--- src/rtl/ad9958_sweep_gen.sv ---
// ad9958_sweep_gen: stepped linear FTW sweep (single up-sweep or continuous
// triangle) that drives the ftw/asf inputs of the AD9958 master core.
// Optional feature: define AD9958_SWEEP_MUTE_EN to force both amplitude
// outputs to zero whenever the generator is idle.
module ad9958_sweep_gen #(
    parameter int FTW_W   = 32,
    parameter int ASF_W   = 10,
    parameter int DWELL_W = 16
) (
    input  logic               clock,
    input  logic               reset,
    input  logic               start,
    input  logic               abort,
    input  logic               mode,
    input  logic [FTW_W-1:0]   ftw_start,
    input  logic [FTW_W-1:0]   ftw_stop,
    input  logic [FTW_W-1:0]   ftw_step,
    input  logic [FTW_W-1:0]   ftw_offset,
    input  logic [DWELL_W-1:0] dwell,
    input  logic [ASF_W-1:0]   asf_in,
    output logic [FTW_W-1:0]   ftw_ch0,
    output logic [FTW_W-1:0]   ftw_ch1,
    output logic [ASF_W-1:0]   asf_ch0,
    output logic [ASF_W-1:0]   asf_ch1,
    output logic               busy,
    output logic               done,
    output logic               tick
);

    typedef enum logic [1:0] {
        IDLE,
        DWELL_UP,
        DWELL_DN
    } state_t;

    state_t             state;
    state_t             state_n;

    logic [FTW_W-1:0]   start_q;
    logic [FTW_W-1:0]   stop_q;
    logic [FTW_W-1:0]   step_q;
    logic [FTW_W-1:0]   offset_q;
    logic               mode_q;
    logic [DWELL_W-1:0] reload_q;

    logic [DWELL_W-1:0] cnt;
    logic [DWELL_W-1:0] cnt_n;
    logic [DWELL_W-1:0] dwell_m1;

    logic [FTW_W:0]     up_sum;
    logic [FTW_W:0]     dn_diff;
    logic [FTW_W-1:0]   up_val;
    logic [FTW_W-1:0]   dn_val;
    logic               degen;

    logic [FTW_W-1:0]   ftw0_n;
    logic [FTW_W-1:0]   ftw1_n;
    logic [ASF_W-1:0]   asf_n;
    logic               load;
    logic               busy_n;
    logic               done_n;
    logic               tick_n;

    // A dwell of zero behaves like one; the counter runs from dwell-1 down to 0.
    assign dwell_m1 = (dwell == '0) ? '0 : (dwell - DWELL_W'(1));

    // Next ramp values with carry/borrow kept so overshoot clamps to the endpoint.
    assign up_sum  = {1'b0, ftw_ch0} + {1'b0, step_q};
    assign dn_diff = {1'b0, ftw_ch0} - {1'b0, step_q};
    assign up_val  = (up_sum[FTW_W] || (up_sum[FTW_W-1:0] >= stop_q)) ? stop_q : up_sum[FTW_W-1:0];
    assign dn_val  = (dn_diff[FTW_W] || (dn_diff[FTW_W-1:0] <= start_q)) ? start_q : dn_diff[FTW_W-1:0];
    assign degen   = (start_q >= stop_q);

    // Next-state and next-output logic; every output value is registered below.
    always_comb begin
        state_n = state;
        cnt_n   = cnt;
        ftw0_n  = ftw_ch0;
        asf_n   = asf_ch0;
        load    = 1'b0;
        done_n  = 1'b0;
        case (state)
            IDLE: begin
                if (start && !abort) begin
                    load    = 1'b1;
                    state_n = DWELL_UP;
                    ftw0_n  = ftw_start;
                    asf_n   = asf_in;
                    cnt_n   = dwell_m1;
                end
            end
            DWELL_UP: begin
                if (abort) begin
                    state_n = IDLE;
                end else if (cnt != '0) begin
                    cnt_n = cnt - DWELL_W'(1);
                end else begin
                    cnt_n = reload_q;
                    if (degen || ((step_q == '0) && mode_q)) begin
                        // Nothing to sweep: single finishes, triangle just holds start.
                        if (!mode_q) begin
                            state_n = IDLE;
                            done_n  = 1'b1;
                        end
                    end else if (ftw_ch0 == stop_q) begin
                        if (mode_q) begin
                            state_n = DWELL_DN;
                            ftw0_n  = dn_val;
                        end else begin
                            state_n = IDLE;
                            done_n  = 1'b1;
                        end
                    end else if (step_q == '0) begin
                        ftw0_n = stop_q;
                    end else begin
                        ftw0_n = up_val;
                    end
                end
            end
            DWELL_DN: begin
                if (abort) begin
                    state_n = IDLE;
                end else if (cnt != '0) begin
                    cnt_n = cnt - DWELL_W'(1);
                end else begin
                    cnt_n = reload_q;
                    if (ftw_ch0 == start_q) begin
                        state_n = DWELL_UP;
                        ftw0_n  = up_val;
                    end else begin
                        ftw0_n  = dn_val;
                    end
                end
            end
            default: begin
                state_n = IDLE;
            end
        endcase
        busy_n = (state_n != IDLE);
        tick_n = load || (ftw0_n != ftw_ch0);
        ftw1_n = load ? (ftw_start + ftw_offset) : (ftw0_n + offset_q);
`ifdef AD9958_SWEEP_MUTE_EN
        if (busy && !busy_n) begin
            asf_n  = '0;
            tick_n = 1'b1;
        end
`endif
    end

    // State, dwell counter, latched configuration and registered outputs.
    always_ff @(posedge clock) begin
        if (reset) begin
            state    <= IDLE;
            cnt      <= '0;
            start_q  <= '0;
            stop_q   <= '0;
            step_q   <= '0;
            offset_q <= '0;
            mode_q   <= 1'b0;
            reload_q <= '0;
            ftw_ch0  <= '0;
            ftw_ch1  <= '0;
            asf_ch0  <= '0;
            asf_ch1  <= '0;
            busy     <= 1'b0;
            done     <= 1'b0;
            tick     <= 1'b0;
        end else begin
            state   <= state_n;
            cnt     <= cnt_n;
            ftw_ch0 <= ftw0_n;
            ftw_ch1 <= ftw1_n;
            asf_ch0 <= asf_n;
            asf_ch1 <= asf_n;
            busy    <= busy_n;
            done    <= done_n;
            tick    <= tick_n;
            if (load) begin
                start_q  <= ftw_start;
                stop_q   <= ftw_stop;
                step_q   <= ftw_step;
                offset_q <= ftw_offset;
                mode_q   <= mode;
                reload_q <= dwell_m1;
            end
        end
    end

endmodule

--- config.mk ---
export PLATFORM = sky130hd
export DESIGN_NAME = ad9958_sweep_gen
export DESIGN_NICKNAME = d
export VERILOG_FILES = /design/src/rtl/ad9958_sweep_gen.sv
export SDC_FILE = /design/constraint.sdc
export NUM_CORES = 1
export LEC_CHECK = 0
export BUFFER_PORTS_ARGS = -buffer_cell sky130_fd_sc_hd__clkbuf_2
export CORE_ASPECT_RATIO = 0.6
export CORE_MARGIN = 1.5
export CORE_UTILIZATION = 50
export DETAILED_ROUTE_END_ITERATION = 8
export GPL_ROUTABILITY_DRIVEN = 1
export PLACE_DENSITY = 0.7
export SLEW_MARGIN = 30
export SYNTH_ARGS = -nofsm -noshare
export SYNTH_HDL_FRONTEND = slang
export SYNTH_SLANG_ARGS = --single-unit
--- constraint.sdc ---
create_clock -name clock -period 28.8 [get_ports clock]
set_clock_uncertainty 0.2 [all_clocks]
set_input_delay 5.76 -clock clock [delete_from_list [all_inputs] [get_ports clock]]
set_output_delay 5.76 -clock clock [all_outputs]
set_load 0.1 [all_outputs]
==> flow_metrics.tcl, run 1 <==
set metrics [dict create \
    hpwl_um 78140 \
    grt_pass1_vias 23370 \
    synth_xor_area_share_pct 6.630 \
    clock_latency_ns 0.58 \
    drtIter0Drc 3450 \
    start_util_pct 50.45 \
    crit_slowest_cell "nor3_1" \
    finalCritPeriodShare_pct 43.71 \
    die_h_um 167.4 \
    place_congestion 1.054 \
    vias 25500 \
    yosys_warnings 0 \
    clkSinkCount 240 \
    fmax_mhz 79.43 \
    min_path_type "flop to flop" \
    nFillCells 4313 \
    fin_crit_ns 12.59 \
    synth_compound_gate_area_share_pct 27.30 \
    synth-adder-area-share_pct 13.01 \
    syn2layout_area_growth_pct 11.15 \
    power_density_nw_per_um2 52.00 \
    post_cts.repair.setup_buffers 0 \
    cts_resized 0 \
    syn_area_um2 22530 \
    status "finished clean" \
    io_pins 246 \
    port_buffers 245 \
    maxCapViolations 0 \
    grt_overflow 0 \
    cp-start-kind "input pin" \
    cp_data_required_time_ns 29.06 \
    synth-seq-area-share_pct 21.32 \
    synth-main-ff-cell "dfxtp_1" \
    cp_common_cell "nor3_1" \
    vias_per_cell 6.590 \
    die_x_um 277.1 \
    final_cell_mix "nand2_1 (450), a21oi_1 (352), clkbuf_2 (244)" \
    die-area_um2 46390 \
    ant_nets 0 \
    slew_viol_final 0 \
    synth_cell_type_count 90 \
    htree_levels 1 \
    routed_wl_um 99370 \
    grt_max_degree 85 \
    worstMarginPinSlew_ns 1.054 \
    dr.pass1.iters 6 \
    path_clk_slew_ns 0.07 \
    syn_inst 3127 \
    rsz0062_at_grt "no" \
    grtUsageTotal_pct 41.08 \
    finalHoldViolations 0 \
    end_kind "flop" \
    fin_nets 3651 \
    synth_async_sr_flop_share_pct 0 \
    cp.arrival_ns 12.84 \
    cts-root-buf "clkbuf_16" \
    yosys-mux-area-fraction_pct 1.805 \
    grt_first_pass_wirelength_um 146200 \
    worst-path-max-fanout 8 \
    cts_buffers 27 \
    synth_edf_count 0 \
    rows 60 \
    synth_fp_nets 3518 \
    synthSimpleGateAreaFrac_pct 23.48 \
    drc 0 \
    synth_seq_cells 240 \
    cts_hold_buf 0 \
    max_stage_delay_ns 0.71 \
    final_common_cell "nand2_1" \
    criticalPathCategory "input pin to flop" \
    coreArea_um2 44670 \
    synth_top_family_by_area "compound AO/OA/AOI/OAI gates" \
    diodes 0 \
    drive_above_1_share_pct 12.20 \
    cts_tree "built" \
    max_slew_margin_pct 29.14 \
    ir_drop_mv 0.04157 \
    antenna_found_initial 0 \
    cts_buffer_depth 3 \
    syn_avg_cell_area_um2 7.206 \
    fin_tns_setup_ns 0 \
    setup_viol 0 \
    p_leak_nw 10.56 \
    timing.hold.ws_ns 0.2604 \
    wire_per_inst_um 25.68 \
]
power by group:
group | leakage, nW | internal, mW | switching [mW] | total [mW]
clock | 0.420 | 0.201 | 0.159 | 0.360
combinational | 8.18 | 0.176 | 0.391 | 0.567
sequential | 1.96 | 0.351 | 0.0249 | 0.376
cell usage after synthesis (31+ instances only):
| cell type | count | area [µm²] |
|---|---|---|
| dfxtp_1 | 240 | 4805 |
| or3_1 | 51 | 319.1 |
| nand3_1 | 64 | 320.3 |
| nor2_1 | 215 | 807.0 |
| xor2_1 | 63 | 551.8 |
| nand4_1 | 44 | 275.3 |
| xnor2_1 | 105 | 919.6 |
| a211oi_1 | 59 | 442.9 |
| ha_1 | 228 | 2853 |
| o21ai_0 | 129 | 645.6 |
| nor4_1 | 40 | 250.2 |
| o211ai_1 | 37 | 277.8 |
| a21oi_1 | 352 | 1762 |
| nor3_1 | 105 | 525.5 |
| clkbuf_1 | 165 | 619.3 |
| nand2_1 | 450 | 1689 |
| a21o_1 | 46 | 345.3 |
| nor2b_1 | 47 | 294.0 |
| inv_1 | 177 | 664.4 |
| nand2b_1 | 31 | 193.9 |
kinds of logic (layout without fill, tap and decap cells):
kind of cell | Yosys count | after routing
simple gates | 1134 | 1134
compound gates | 940 | 940
buf+inv | 373 | 526
flops | 240 | 240
fa+ha+maj | 232 | 232
xor+xnor | 169 | 169
mux | 39 | 39
worst max-delay path: cells and delay by family:
family	cells	cell delay [ns]
compound gates	14	3.63
xor+xnor	1	0.16
fa+ha+maj	1	0.27
buf+inv	2	0.34
simple gates	8	2.65
layout make-up:
cell class	count	area, µm²	area share, %
multi-input cells	2514	16320	65.18
clock inverters	10	115.1	0.4596
inverters	179	671.9	2.683
flip-flops and latches	240	4805	19.18
repair buffers	298	1633	6.519
well taps	589	737.0	2.942
clock buffers	39	760.7	3.037
registers in the layout (all words and copies together), names as in the netlist:
signal	count
asf_ch1	10
busy	1
cnt	16
done	1
ftw_ch0	32
ftw_ch1	32
mode_q	1
offset_q	32
reload_q	16
start_q	32
state	2
step_q	32
stop_q	32
tick	1
layer usage:
metal | GRT usage [%] | vias to the layer above | part of all wire, %
li1 | - | 11550 | -
met1 | 59.98 | 12210 | 44
met2 | 58.27 | 1529 | 40
met3 | 10.83 | 206 | 12
met4 | 12.54 | 0 | 3.4
met5 | 0 | - | 0
final timing paths:
check,start,to,slack [ns],depth (start not counted)
worst max-delay path,abort,ftw_ch1[29],16.21,26
worst min-delay path,reload_q[8],reload_q[8],0.26,2
worst min register to register,reload_q[8],reload_q[8],0.26,2
worst max register to register,ftw_ch0[7],ftw_ch1[28],16.29,42
through the flow:
stage               cell area [µm²]  power (mW)  cells  utilization (%)  worst slack, ns
floorplan                     22530      0.7443   3127                -            17.46
global placement              24160      0.9141   3820            54.09            16.16
detailed placement            24160      0.9225   3820            54.09            15.87
CTS                           25040       1.280   3869            56.05            16.42
global route                  25050       1.348   3869            56.07            15.56
finish                        25050       1.302   3869            56.07            16.21
(Power assumes the default switching activity.)
==> run 2: changes to the inputs <==
--- a/config.mk
+++ b/config.mk
@@ -11,7 +11,7 @@
 export CORE_UTILIZATION = 50
 export DETAILED_ROUTE_END_ITERATION = 8
 export GPL_ROUTABILITY_DRIVEN = 1
-export PLACE_DENSITY = 0.7
+export PLACE_DENSITY = 0.72
 export SLEW_MARGIN = 30
 export SYNTH_ARGS = -nofsm -noshare
 export SYNTH_HDL_FRONTEND = slang
==> constraint.sdc (replaced) <==
create_clock -name clock -period 10.9 [get_ports clock]
set_clock_uncertainty 0.2 [all_clocks]
set_input_delay 2.18 -clock clock [delete_from_list [all_inputs] [get_ports clock]]
set_output_delay 2.18 -clock clock [all_outputs]
set_load 0.1 [all_outputs]
==> run 2 against run 1 <==
Against the previous run: sequential share of layout area is 0.70 points lower; hold slack better by 0.0020 ns; global-route usage is 1.5 points higher; register-to-register slack worse by 16 ns; die area stayed put; total power grew to 2.8 times the previous value; cell count is 2.5% higher.
==> flow_metrics.tcl, run 2 (same netlist as run 1, synthesis figures left out) <==
set metrics [dict create \
    worstHoldStart "offset_q[21]" \
    cts_buffers 26 \
    vias 26130 \
    fin_area_um2 25990 \
    cp-start-kind "flop" \
    io_pins 246 \
    cp_common_cell "buf_4" \
    htree_levels 1 \
    grt_pass1_vias 23550 \
    cp.arrival_ns 10.59 \
    p_leak_nw 11.13 \
    place_congestion 1.123 \
    dr.pass1.iters 8 \
    vias_per_cell 6.593 \
    maxCapViolations 0 \
    start_util_pct 50.45 \
    drtIter0Drc 3318 \
    rows 60 \
    cp_data_required_time_ns 11.14 \
    diodes 0 \
    dp.cells 3916 \
    coreArea_um2 44670 \
    max_slew_margin_pct 24.69 \
    die_x_um 277.1 \
    criticalPathCategory "flop to flop" \
    final_cell_mix "nand2_1 (450), a21oi_1 (351), clkbuf_2 (244)" \
    crit_slowest_cell "ha_1" \
    fin_crit_ns 10.35 \
    utilization_pct 58.18 \
    clkSinkCount 240 \
    end_kind "flop" \
    die_h_um 167.4 \
    finalCritPeriodShare_pct 94.95 \
    ir_drop_mv 0.1207 \
    pre_cts_slack_ns -0.04058 \
    timing.hold.ws_ns 0.2624 \
    die-area_um2 46390 \
    max_stage_delay_ns 0.43 \
    final_common_cell "nand2_1" \
    grtUsageTotal_pct 42.55 \
    cts_tree "built" \
    drive_above_1_share_pct 15.26 \
    drc 0 \
    path_clk_slew_ns 0.07 \
    grt_overflow 0 \
    routed_wl_um 103500 \
    clock_latency_ns 0.60 \
    fin_tns_setup_ns 0 \
    cts-root-buf "clkbuf_16" \
    ant_nets 0 \
    syn2layout_area_growth_pct 15.33 \
    power_density_nw_per_um2 138.6 \
    fmax_mhz 96.62 \
    hpwl_um 81020 \
    worst_slack_ns 0.5501 \
    status "finished clean" \
    finalHoldViolations 0 \
    fin_nets 3747 \
    final_cells 3964 \
    startpoint "step_q[10]" \
    cts_buffer_depth 3 \
    worstReg2RegStart "step_q[10]" \
    port_buffers 245 \
    p_total_mw 3.603 \
    slew_viol_final 0 \
    placed_area_um2 24940 \
    setup_viol 0 \
    worstMarginPinSlew_ns 1.120 \
    worst-path-max-fanout 9 \
    min_path_type "flop to flop" \
    antenna_found_initial 2 \
    wire_per_inst_um 26.11 \
    cts_hold_buf 0 \
    grt_max_degree 178 \
    grt_first_pass_wirelength_um 150200 \
]
-- run 2: changes by cell type in the layout (fill, tap and decap cells not counted), moves of 3 or more --
cell,delta
a211oi_2,+3
nor3_1,-3
a211oi_1,-3
buf_4,+94
nor3_2,+3
clkbuf_8,+3
clkbuf_1,-3
buf_12,+3
-- run 2: report_power, final --
part	leakage (nW)	switching [mW]	internal [mW]
sequential	1.96	0.0594	0.927
clock	0.461	0.429	0.600
combinational	8.71	1.06	0.526
-- run 2: what timing repair did --
item                       in CTS  in global routing
resized for setup               2                 17
cloned                          0                  0
setup buffers                   0                  1
pin swaps                       0                  2
setup endpoints to repair       3                  8
-- run 2: critical path, delay by kind of cell (launching register included) --
kind	cells	cell delay, ns
AND/OR/NAND/NOR	7	1.57
AO/OA/AOI/OAI	22	5.12
flip-flops	1	0.38
multiplexers	2	0.53
XOR/XNOR	1	0.16
buffers and inverters	7	1.15
adder cells (fa/ha/maj)	3	1.06
-- run 2: final cells by class --
class / instances / area, µm²
clock inverters: 7 / 137.6
multi-input cells: 2514 / 16420
inverters: 179 / 671.9
flip-flops and latches: 240 / 4805
repair buffers: 395 / 2410
well taps: 589 / 737.0
fillers: 4236 / 18680
clock buffers: 40 / 804.5
-- run 2: worst paths after layout --
kind                  endpoint  slack, ns  cells after the start
hold reg to reg   offset_q[21]       0.26                      2
setup reg to reg   ftw_ch1[30]       0.55                     42
setup / recovery   ftw_ch1[30]       0.55                     42
hold / removal    offset_q[21]       0.26                      2
-- run 2: per-layer routing --
metal | part of all wire (%) | wire [µm] | GRT usage (%)
met1 | 42 | 43520 | 59.35
met2 | 40 | 41620 | 61.30
met3 | 13 | 13790 | 12.96
met4 | 4.4 | 4541 | 15.65
met5 | 0.024 | 25 | 0
